File: config.mk
export PLATFORM = sky130hd
export DESIGN_NAME = register_bank
export DESIGN_NICKNAME = d
export VERILOG_FILES = /design/src/rtl/register_bank.sv
export SDC_FILE = /design/constraint.sdc
export NUM_CORES = 2
export LEC_CHECK = 0
export CORE_MARGIN = 2
export CORE_UTILIZATION = 50
export CTS_BUF_LIST = sky130_fd_sc_hd__clkbuf_8
export CTS_CLUSTER_DIAMETER = 40
export CTS_CLUSTER_SIZE = 28
export DETAILED_ROUTE_END_ITERATION = 16
export DONT_BUFFER_PORTS = 1
export HOLD_SLACK_MARGIN = 0.02
export PLACE_DENSITY = 0.73
export SYNTH_ARGS = -nofsm -noshare
export SYNTH_HDL_FRONTEND = slang
export SYNTH_SLANG_ARGS = --single-unit
File: constraint.sdc
create_clock -name clock -period 41.4 [get_ports clock]
set_input_delay 2.07 -clock clock [delete_from_list [all_inputs] [get_ports clock]]
set_output_delay 2.07 -clock clock [all_outputs]
set_load 0.02 [all_outputs]
File: src/rtl/register_bank.sv
// register_bank: 32x32 MIPS register file, two combinational read ports, one
// synchronous write port, hardwired r0 and WB->ID write-through bypass.
module register_bank #(
  parameter int DATA_WIDTH = 32,
  parameter int ADDR_WIDTH = 5
) (
  input  logic                  clock,
  input  logic                  reset,
  output logic [DATA_WIDTH-1:0] ReadData1,
  output logic [DATA_WIDTH-1:0] ReadData2,
  input  logic [ADDR_WIDTH-1:0] selReadReg1,
  input  logic [ADDR_WIDTH-1:0] selReadReg2,
  input  logic [ADDR_WIDTH-1:0] selWriteReg,
  input  logic [DATA_WIDTH-1:0] WriteData,
  input  logic                  enWriteReg
);
  localparam int DEPTH = 2 ** ADDR_WIDTH;
  logic [DATA_WIDTH-1:0] regs [DEPTH];
  logic                  doWrite;
  logic                  bypass1;
  logic                  bypass2;
  assign doWrite = enWriteReg && selWriteReg != '0;
  always_ff @(posedge clock or posedge reset) begin
    if (reset) begin
      for (int i = 0; i < DEPTH; i++) regs[i] <= '0;
    end else if (doWrite) begin
      regs[selWriteReg] <= WriteData;
    end
  end
  // Bypass is off during reset so reads see the cleared file, not WriteData.
  assign bypass1 = !reset && doWrite && selWriteReg == selReadReg1;
  assign bypass2 = !reset && doWrite && selWriteReg == selReadReg2;
  always_comb begin
    ReadData1 = selReadReg1 == '0 ? '0 : bypass1 ? WriteData : regs[selReadReg1];
    ReadData2 = selReadReg2 == '0 ? '0 : bypass2 ? WriteData : regs[selReadReg2];
  end
endmodule

==> metrics.md <==
| Metric | Value |
|---|---|
| Portion of netlist area occupied by mux cells | 41.4% |
| Number of enable flip-flop cells after synthesis | 0 |
| Switching share of total power | between 20% and 30% |
| Worst-case setup margin in the final layout | approximately 34,000 ps |
| Pre-CTS WS | 34,440 ps |
| Storage cell area | around 0.026 mm² |
| Via density per instance | ~7 |
| VDD IR max | around 0.000036 V |
| Number of filler cells placed in the layout | between 8,000 and 9,000 |
| Compound-gate portion of the synthesized area | 4.86% |
| Mean area per synthesized cell | 14.3 µm² |
| Number of max-slew violations in the final report | 0 |
| Port-buffer cells | 0 |
| Main combinational cell family by area after synthesis | multiplexers |
| Total instance count after detailed placement | roughly 4,900 |
| Detailed-route DRC error count | 0 |
| Crit path capture type | output pin |
| Top register by number of flip-flops | regs |
| Worst R2R Setup Slack | about 41,000 ps |
| Hold violation total from the final report | 0 |
| Post-route antenna net violation count | 0 |
| Synth-to-layout area growth | 7.24% |
| Worst Tran Pin Value | about 1300 ps |
| CTS Sinks | roughly 1,000 |
| Switching power | 0.785 mW |
| Library cell occupying the most area in the post-synthesis netlist | sky130_fd_sc_hd__dfrtp_1 |
| Area of the die | between 0.1 and 0.15 mm² |
| Area fraction of the dominant cell type after synthesis | 46.8% |
| Core outline area | approximately 0.11 mm² |
| FP Rows | 121 |
| Number of DRC markers in iteration 0 | 4,414 |
| Area share of fa/ha/maj cells after synthesis | 0% |
| Hpwl dp | approximately 86,000 µm |
| Crit Path Max Fanout | 54 |
| Synthesis Warnings | 0 |
| Largest register FFs | between 1,000 and 1,500 |
| FFs w/ async S/R, synth | 100% |
| Latest clock arrival within the worst-skew pair | roughly 840 ps |
| First-pass GRT wire length | roughly 240,000 µm |
| H-tree level count | 4 |
| Post-synthesis sequential area ratio | 46.8% |
| Clock network fraction of design power | about a third |
| Number of placed I/O pins | between 100 and 150 |
| Buffer cell driving the clock tree root | sky130_fd_sc_hd__clkbuf_8 |
| Hold slack | between 300 and 400 ps |
| Via count | between 30,000 and 40,000 |
| Vias in the first global route | around 36,000 |
| Startpoint kind of the worst setup timing path | input pin |
| Simple-Gate Fraction of Synth Area | between 3 and 4% |
| Drt first pass iters | 6 |
| Path type of the worst min-delay path | reg -> reg |
| Required time worst endpoint | between 30,000 and 40,000 ps |
| Commonest non-fill, non-tap cell in the layout | sky130_fd_sc_hd__dfrtp_1 |
| Power per cell area | ~47 mW/mm² |
| Max-capacitance violation count | 0 |
| Synthesized Nets | between 3,000 and 4,000 |
| Post-Layout Inst Area | 0.0587 mm² |
| Finish-stage setup viols | 0 |
| Leading cell types in the layout, fill and taps excluded | 1,024 x sky130_fd_sc_hd__dfrtp_1, 947 x sky130_fd_sc_hd__mux2_2, 416 x sky130_fd_sc_hd__mux4_2, 227 x sky130_fd_sc_hd__mux2i_1, 182 x sky130_fd_sc_hd__a22oi_1 |
| X dimension of the die | 335 µm |
| Flop pwr share | about half |
| Outcome | finished, final reports clean |
| Synth Register Bits | 1,024 |
| Gate Count Post-Synth | approximately 3,800 |
| Internal cell power | between 1.5 and 2 mW |
| Number of buffers added for setup after CTS | 0 |
| Layout cell share with drive strength beyond 1 | 46.9% |
| Max Clk Rate | ~140 MHz |
| Largest registers | regs x1024 |
| Comb pwr share | 18.9% |
| Count of cell types in the netlist | 45 |
| Accumulated negative setup slack | 0 ps |
| Overall routing resource usage | 29.2% |
| Pin count of the biggest net entering global routing | ~320 |
| Netlist area before placement | roughly 0.055 mm² |
| Clk slew on worst S/H paths | roughly 70 ps |
| Die height | between 300 and 400 µm |
| Number of cells in the finished layout apart from fillers | 5,139 |
| Starting utilization of the core area | 50.3% |
| Static power due to leakage | around 25 nW |
| Post-CTS Hold Fix Bufs | 0 |
| Final weighted congestion in routability-driven placement | approximately 0.82 |
| Share of the clock period used by the worst path | ~17% |
| TritonCTS clock tree | built |
| Layout Utilization | a little over half |
| Clk buf depth | 3 |
| Final min period | a little over 7000 ps |
| CTS Buf Count | around 150 |
| Area contributors post-synth | sky130_fd_sc_hd__dfrtp_1 47%, sky130_fd_sc_hd__mux2_2 19%, sky130_fd_sc_hd__mux4_2 17%, sky130_fd_sc_hd__mux2i_1 4.2%, sky130_fd_sc_hd__a22oi_1 2.5% |
| Area of combinational cells with multiple inputs | about 0.027 mm² |
| Initial antenna violation count | 5 |
| GRT Residual Overflow | 0 |
| Fraction of synthesized cell area in xor and xnor cells | 0.160% |
| NumNets Final | roughly 3,600 |
| Post-synth top flop | sky130_fd_sc_hd__dfrtp_1 |
| Endpoint arrival time on the critical path | just under 5000 ps |
| RSZ-0062 raised after global routing | false |
| Post-Route Skew | 0 ps |
| Post-cts sizing count | 0 |
| Area of placed instances | roughly 0.055 mm² |
| Power Total | about 2.8 mW |
| Wire per inst | approximately 32 µm |
| Post-detailed-routing wire length | ~160,000 µm |
| Worst rel slew slack | 14.9% |
| Worst Path Class, Setup | in -> out |
worst paths after layout:
kind | start | end | cells after the start
min | regs[1022] | regs[1022] | 0
max in group asynchronous | reset | regs[150] | 4
max | reset | ReadData1[1] | 7
min in group asynchronous | reset | regs[674] | 1
min reg2reg | regs[1022] | regs[1022] | 0
max reg2reg | regs[621] | regs[621] | 1
cells by family after synthesis:
family,after synthesis
compound gates,362
buf+inv,451
flops,1024
xor+xnor,10
simple gates,354
mux,1623
power groups by stage:
stage          registers, mW  logic, mW  clock network, mW
3_5_place_dp            1.34      0.518                  0
4_1_cts                 1.32      0.521              0.913
2_1_floorplan           1.30      0.467                  0
6_report                1.33      0.522              0.902
5_1_grt                 1.35      0.558              0.958
3_3_place_gp            1.33      0.505                  0
critical path: stages:
cell and delay [ps]:
sky130_fd_sc_hd__inv_8 290, sky130_fd_sc_hd__o311ai_4 190, sky130_fd_sc_hd__buf_4 280, sky130_fd_sc_hd__nor3_4 210, sky130_fd_sc_hd__buf_4 610, sky130_fd_sc_hd__nor4_1 260, sky130_fd_sc_hd__a211oi_1 890
metal layers:
metal	track usage, %	part of all wire [%]	vias to the layer above
met5	0	0.0068	-
li1	-	-	14300
met1	40.7	40	18900
met4	10.9	3.6	2
met3	9.62	12	385
met2	42.6	44	1987
synthesized netlist by cell type (all sizes together) (32+ instances only):
cell type  count
buf          195
and3          32
a211oi        62
clkbuf       253
nor3          67
o22ai         32
mux2i        227
nor4          32
a22oi        182
nor2         112
nand2         67
dfrtp       1024
mux2         980
mux4         416
area by class of cell:
class                           instances  area share, %
Antenna cell                            5         0.0213
Clock buffer                          170           3.99
Clock inverter                         99           1.61
Inverter                                3         0.0320
Multi-Input combinational cell       2349           46.7
Sequential cell                      1024           43.7
Tap cell                             1414           3.02
Timing Repair Buffer                   75          0.960
No activity file was read; power rests on OpenSTA's default activity.
